[src/rtl/credit_output_arbiter.sv]
// Per-output wormhole allocator: round-robin head arbitration, lock until tail, credit flow control.
// Optional idle-lock timeout release is enabled with `define ARB_LOCK_TIMEOUT_EN.
module credit_output_arbiter #(
  parameter int CREDIT_MAX  = 4,
  parameter int CNT_W       = 3,
  parameter int TIMEOUT_CYC = 16
) (
  input  logic             clk,
  input  logic             rst,
  input  logic [4:0]       Req,
  input  logic [4:0]       Tail,
  input  logic             Credit_in,
  output logic [4:0]       Grant,
  output logic [4:0]       Xbar_sel,
  output logic [CNT_W-1:0] Credits,
  output logic             Busy,
  output logic             Credit_err,
  output logic             Lock_abort,
  output logic             dbg_state
);

  typedef enum logic {IDLE = 1'b0, LOCKED = 1'b1} state_t;

  state_t     state;
  logic [2:0] owner;
  logic [2:0] last_owner;
  logic [2:0] rr_winner;
  logic       grant_ok;

  // Handshake: a flit moves when Grant[i] is high; Req[i] is the valid, credit availability is the ready.
  function automatic logic [2:0] rr_pick(input logic [2:0] last, input logic [4:0] req);
    logic [2:0] pick;
    logic [3:0] idx;
    pick = last;
    // Walk from lowest to highest priority so the highest-priority requester is written last.
    for (int k = 5; k >= 1; k--) begin
      idx = {1'b0, last} + 4'(k);
      if (idx >= 4'd5) idx = idx - 4'd5;
      if (req[idx[2:0]]) pick = idx[2:0];
    end
    return pick;
  endfunction

  assign rr_winner = rr_pick(last_owner, Req);
  assign grant_ok  = !rst && (state == LOCKED) && Req[owner] && (Credits != '0);
  assign Grant     = grant_ok ? (5'b00001 << owner) : 5'b00000;
  assign dbg_state = (state == LOCKED);

  always_ff @(posedge clk) begin
    if (rst) begin
      Credits    <= CNT_W'(CREDIT_MAX);
      Credit_err <= 1'b0;
    end else begin
      case ({grant_ok, Credit_in})
        2'b10: Credits <= Credits - 1'b1;
        2'b01: begin
          if (Credits == CNT_W'(CREDIT_MAX)) Credit_err <= 1'b1;
          else                               Credits    <= Credits + 1'b1;
        end
        default: Credits <= Credits;
      endcase
    end
  end

`ifdef ARB_LOCK_TIMEOUT_EN
  localparam int TO_W = $clog2(TIMEOUT_CYC + 1);
  logic [TO_W-1:0] to_cnt;
`else
  assign Lock_abort = 1'b0;
`endif

  always_ff @(posedge clk) begin
    if (rst) begin
      state      <= IDLE;
      owner      <= 3'd0;
      last_owner <= 3'd3;
      Xbar_sel   <= 5'b00000;
      Busy       <= 1'b0;
`ifdef ARB_LOCK_TIMEOUT_EN
      to_cnt     <= '0;
      Lock_abort <= 1'b0;
`endif
    end else begin
`ifdef ARB_LOCK_TIMEOUT_EN
      Lock_abort <= 1'b0;
`endif
      case (state)
        IDLE: begin
          if (|Req) begin
            state    <= LOCKED;
            owner    <= rr_winner;
            Xbar_sel <= 5'b00001 << rr_winner;
            Busy     <= 1'b1;
          end
        end
        LOCKED: begin
          if (grant_ok && Tail[owner]) begin
            state      <= IDLE;
            last_owner <= owner;
            Xbar_sel   <= 5'b00000;
            Busy       <= 1'b0;
`ifdef ARB_LOCK_TIMEOUT_EN
            to_cnt     <= '0;
          end else if (!Req[owner]) begin
            if (to_cnt == TO_W'(TIMEOUT_CYC - 1)) begin
              state      <= IDLE;
              last_owner <= owner;
              Xbar_sel   <= 5'b00000;
              Busy       <= 1'b0;
              Lock_abort <= 1'b1;
              to_cnt     <= '0;
            end else begin
              to_cnt <= to_cnt + 1'b1;
            end
          end else begin
            to_cnt <= '0;
`endif
          end
        end
        default: state <= IDLE;
      endcase
    end
  end

endmodule
[config.mk]
export PLATFORM = sky130hd
export DESIGN_NAME = credit_output_arbiter
export DESIGN_NICKNAME = d
export VERILOG_FILES = /design/src/rtl/credit_output_arbiter.sv
export SDC_FILE = /design/constraint.sdc
export NUM_CORES = 1
export LEC_CHECK = 0
export BUFFER_PORTS_ARGS = -buffer_cell sky130_fd_sc_hd__buf_2
export CORE_MARGIN = 4
export CORE_UTILIZATION = 55
export CTS_CLUSTER_SIZE = 24
export DETAILED_ROUTE_END_ITERATION = 10
export MAX_ROUTING_LAYER = met4
export PLACE_DENSITY = 0.77
export SKIP_CTS_REPAIR_TIMING = 1
export SYNTH_ARGS = -nofsm -noshare
export SYNTH_HDL_FRONTEND = slang
export SYNTH_SLANG_ARGS = --single-unit
[constraint.sdc]
create_clock -name clk -period 10.8 [get_ports clk]
set_input_delay 3.24 -clock clk [delete_from_list [all_inputs] [get_ports clk]]
set_output_delay 3.24 -clock clk [all_outputs]
set_load 0.05 [all_outputs]
Yosys cells after proc, flatten, opt, wreduce, memory -nomap -nowiden
Index checks and enable logic that the tools add are counted.
- output and inout bits: 17
- input bits: 13
- register bits after elaboration: 17
- order comparisons: 11
- bitwise logic cells: 1
- add/sub/neg operators: 12
- equality and inequality tests: 6
- muxes and demuxes: 36
- reductions and logical operators: 13
- shifts and indexed selects: 2
- operator list (cell ; count):
    $mux 3 ; 11
    $lt 3x4->1 const B ; 6
    $bmux 1 s3 ; 7
    $ge 4x3->1 const B ; 5
    $mux 5 ; 3
    $sub 3x3->3 const B ; 5
    $mux 1 ; 11
    $pmux 5 s2 ; 1
    $reduce_and 2->1 ; 5
    $shl 1x3->5 const A ; 2
    $add 3x2->4 const B ; 2
    $add 3x3->4 const B ; 2
    $pmux 3 s2 ; 1
    $reduce_or 5->1 ; 1
    $add 3x1->4 const B ; 1
    $logic_and 1x1->1 ; 4
    $ne 2x2->1 const B ; 2
    $pmux 1 s2 ; 2
    $add 3x1->3 const B ; 1
    $eq 3x3->1 const B ; 1
    $reduce_bool 3->1 ; 1
    $sub 3x1->3 const B ; 1
    $eq 2x1->1 const B ; 1
    $eq 2x2->1 const B ; 1
    4 further kinds ; 4

Logic depth before layout (Yosys ltp)
- depth after elaboration: 13
- gate-level depth with buffers: 14

Worst setup path after synthesis
Ideal clock, no wire load.
- kind: input -> output
- start: input port Req[3]
- end: output port Grant[2]
- data required time: 7.560 ns
- buffers on the path: 2
- stages on the path: 7
- arrival: 6.052 ns
- path slack: 1.508 ns
- cells stage by stage: buf_2 mux4_2 nor2b_1 a31oi_1 or4b_1 buf_4 nor4b_1
- word-level cells in the longest chain between the ends: 5
- ends and longest elaborated chain (item ; RTL line ; RTL):
    start: declaration ; 10 ; input logic [4:0] Req,
    $bmux 1 s3 ; 45 ; assign grant_ok = !rst && (state == LOCKED) && Req[owner] && (Credits != '0);
    $mux 1 (not written as such) ; 45 ;
    $logic_and 1x1->1 (2 in a row) ; 45 ;
    $mux 5 ; 46 ; assign Grant = grant_ok ? (5'b00001 << owner) : 5'b00000;
    end: declaration ; 13 ; output logic [4:0] Grant,
No other way between the ends. The select of a mux whose other input is x is not followed.

Worst setup path after layout
- start: input port Req[0]
- end: output port Grant[2]
The elaborated chain is that of the path after synthesis.

==> results.py <==
metrics = {
    "placement": {
        "routabilityCongestion": 0.9077,
        "placed_area_mm2": 0.002132,
        "hpwlAfterDp_um": 3602,
        "port_buffers": 28,
    },
    "min_path": {
        "hold-path-endpoint": "Xbar_sel[0]",
        "hp-class": "flip-flop to flip-flop",
        "hold_depth": 2,
        "min-delay-start": "Xbar_sel[0]",
    },
    "floorplanning": {
        "core_area_mm2": 0.003442,
        "die_height_um": 68.71,
        "io_pins": 30,
        "rows": 21,
        "die_w_um": 68.71,
        "start_util_pct": 58.89,
        "dieArea_mm2": 0.004720,
    },
    "route": {
        "route.detailed.wl_per_inst_um": 14.93,
        "viasPerCell": 6.132,
        "firstDrtPassIters": 4,
        "wl_um": 4764,
        "num_vias": 1956,
        "drc": 0,
        "ant_nets": 0,
        "drt-initial-drc-count": 156,
    },
    "sta": {
        "worstMarginPinSlew_ps": 712.8,
        "maxSlewViolCount": 0,
        "timing.fmax_mhz": 118.5,
        "setup_viol": 0,
        "finalCriticalPeriod_ps": 8442,
        "rsz0062_at_grt": "false",
        "hold_viol": 0,
        "fin_crit_sh_pct": 78.17,
        "relSlewSlack_pct": 52.42,
        "setup_tns_ps": 0,
        "clock_skew_ps": 3.288,
    },
    "yosys": {
        "ys_async_sr_fraction_pct": 0,
        "synthTopCellsByArea": "dfxtp_1 17%, ha_1 6.8%, nor2_1 6.5%",
        "synth_nets": 281,
        "synth_seq_area_share_pct": 16.79,
        "yosys-top-cells-count": "35 x nor2_1, 19 x nand2_1, 17 x dfxtp_1",
        "synth_area_per_cell_um2": 7.949,
        "synth_warnings": 0,
        "synth_most_common_cell": "nor2_1",
        "synth_top_area_share_pct": 16.79,
        "synthesis.instances": 255,
        "yosys.area.top_type": "dfxtp_1",
        "syn-cell-area_mm2": 0.002027,
        "synth_cell_types": 70,
        "synth_edf_count": 0,
        "synth_ff_type": "dfxtp_1",
        "synth-seq-cells": 17,
    },
    "worst_setup_path": {
        "cp_top_family": "simple AND/OR/NAND/NOR gates",
        "cpMostUsedCell": "buf_2",
        "worstPathMaxFanout": 9,
        "crit_type": "primary input to output port",
        "end_kind": "output port",
        "crit_path_max_incr_delay_ps": 670,
        "path_buf_inv": 2,
        "worst-r2r-cell-count": 11,
        "path_cells": "buf_2 > mux4_2 > nor2b_1 > a31oi_1 > or4b_1 > nor4b_1 > buf_2",
        "worstPathRequired_ps": 7560,
        "crit_path_top_delay_cell": "or4b_1",
        "timing.rr.start": "last_owner[1]",
        "r2r_slack_ps": 7050,
        "r2r_end": "Xbar_sel[2]",
        "start_kind": "primary input",
        "cp_data_arrival_time_ps": 5200,
    },
    "power": {
        "leakage_uw": 0.0009026,
        "peakVddDrop_mv": 0.09118,
        "power.density_mw_per_mm2": 105.1,
        "totalPowerFinal_uw": 228.9,
    },
    "global_routing": {
        "grt_antenna_before_repair": 0,
        "grt_usage_pct": 22.11,
        "grt_pass1_vias": 1649,
        "grt_first_pass_wirelength_um": 7748,
        "grt_max_degree": 31,
        "gr-total-overflow": 0,
    },
    "clock_network": {
        "clock_sinks": 17,
        "tritoncts": "built",
        "cts_buffer_depth": 2,
        "cts_root_buffer": "clkbuf_8",
        "cts_max_level": 1,
        "clk-insertion-delay-late_ps": 260,
        "cts_buffers": 3,
        "clk_pin_slew_ps": 60,
    },
    "final_layout": {
        "finish.instance_area_mm2": 0.002177,
        "area_growth_pct": 7.408,
        "final_nets": 300,
        "diodes": 0,
        "layout-drive-gt1-share_pct": 21.25,
        "utilization_pct": 63.25,
    },
    "outcome": {
        "outcome": "complete, no violations",
    },
    "job": {
        "maxCapViolations": 0,
    },
}
==> cell type report <==
type | count | area (um^2)
Clock buffer | 4 | 45.04
Tap cell | 46 | 57.56
Multi-Input combinational cell | 213 | 1549
Timing Repair Buffer | 29 | 147.6
Inverter | 10 | 37.54
Sequential cell | 17 | 340.3
Fill cell | 311 | 1265
==> report_power, final <==
part,switching [uW],internal (uW)
clock,21.8,26.2
combinational,65.2,37.5
sequential,9.14,69.1
==> through the flow <==
step	setup slack, ps	std cells	hold WS, ps
CTS	2342	319	457.9
detailed placement	2366	315	442.2
floorplan	1508	255	662.5
global route	2193	319	484.6
global placement	2444	315	435.6
finish	2358	319	453.3
==> cells in the final DEF (no fill, tap or decap), drive strengths merged, types with 2 or more instances in the layout <==
| master | count |
|---|---|
| a2111oi | 2 |
| a211o | 3 |
| a211oi | 9 |
| a21o | 3 |
| a21oi | 16 |
| a311oi | 2 |
| a31oi | 4 |
| a32o | 2 |
| a32oi | 2 |
| buf | 29 |
| clkbuf | 4 |
| dfxtp | 17 |
| fa | 2 |
| ha | 11 |
| inv | 10 |
| mux2 | 4 |
| mux2i | 11 |
| mux4 | 2 |
| nand2 | 19 |
| nand2b | 10 |
| nand3 | 3 |
| nand3b | 3 |
| nand4bb | 2 |
| nor2 | 37 |
| nor2b | 6 |
| nor3 | 4 |
| nor3b | 2 |
| nor4b | 4 |
| o211ai | 3 |
| o21ai | 9 |
| o221ai | 2 |
| o22ai | 3 |
| or2 | 5 |
| or2b | 2 |
| or3 | 3 |
| xnor2 | 3 |
| xor2 | 2 |
==> per-layer routing <==
metal | GRT usage [%] | share of wire (%)
met4 | 3.650 | 0.65
met1 | 29.57 | 45
met2 | 35.76 | 47
met5 | - | 0
met3 | 3.566 | 7.1
==> kinds of logic (layout without fill, tap and decap cells) <==
logic type / count (synthesis) / in the layout / synth area share, %
adders and majority gates: 13 / 13 / 8.765
xor gates and xnor gates: 5 / 5 / 2.161
and+or+nand+nor: 109 / 109 / 29.82
other: 1 / 1 / 0.1850
DFF: 17 / 17 / 16.79
AOI/OAI and AO/OA: 68 / 68 / 25.43
muxes: 17 / 17 / 10.06
buffers and inverters: 25 / 43 / 6.790
==> sequential cells by signal, indices dropped and copies added (netlist names) <==
| signal | cells |
|---|---|
| Xbar_sel | 5 |
| Credits | 3 |
| last_owner | 3 |
| owner | 3 |
| Busy | 1 |
| Credit_err | 1 |
| dbg_state | 1 |
==> how the worst max path moves through the flow <==
stage / slack, ps / to / cells after the start / start
3_5_place_dp: 2370 / Grant[2] / 7 / Req[0]
5_1_grt: 2190 / Grant[2] / 7 / Req[1]
6_report: 2360 / Grant[2] / 7 / Req[0]
4_1_cts: 2340 / Grant[2] / 7 / Req[0]
3_3_place_gp: 2440 / Grant[2] / 7 / Req[0]
2_1_floorplan: 1510 / Grant[2] / 7 / Req[3]
==> tightest hold or removal path: cells and delay by family (launching register included) <==
kind,cells,cell delay [ps]
and+or+nand+nor,1,60
AOI/OAI and AO/OA,1,40
DFF,1,320
Note: power is estimated with default switching activity, not from simulation.
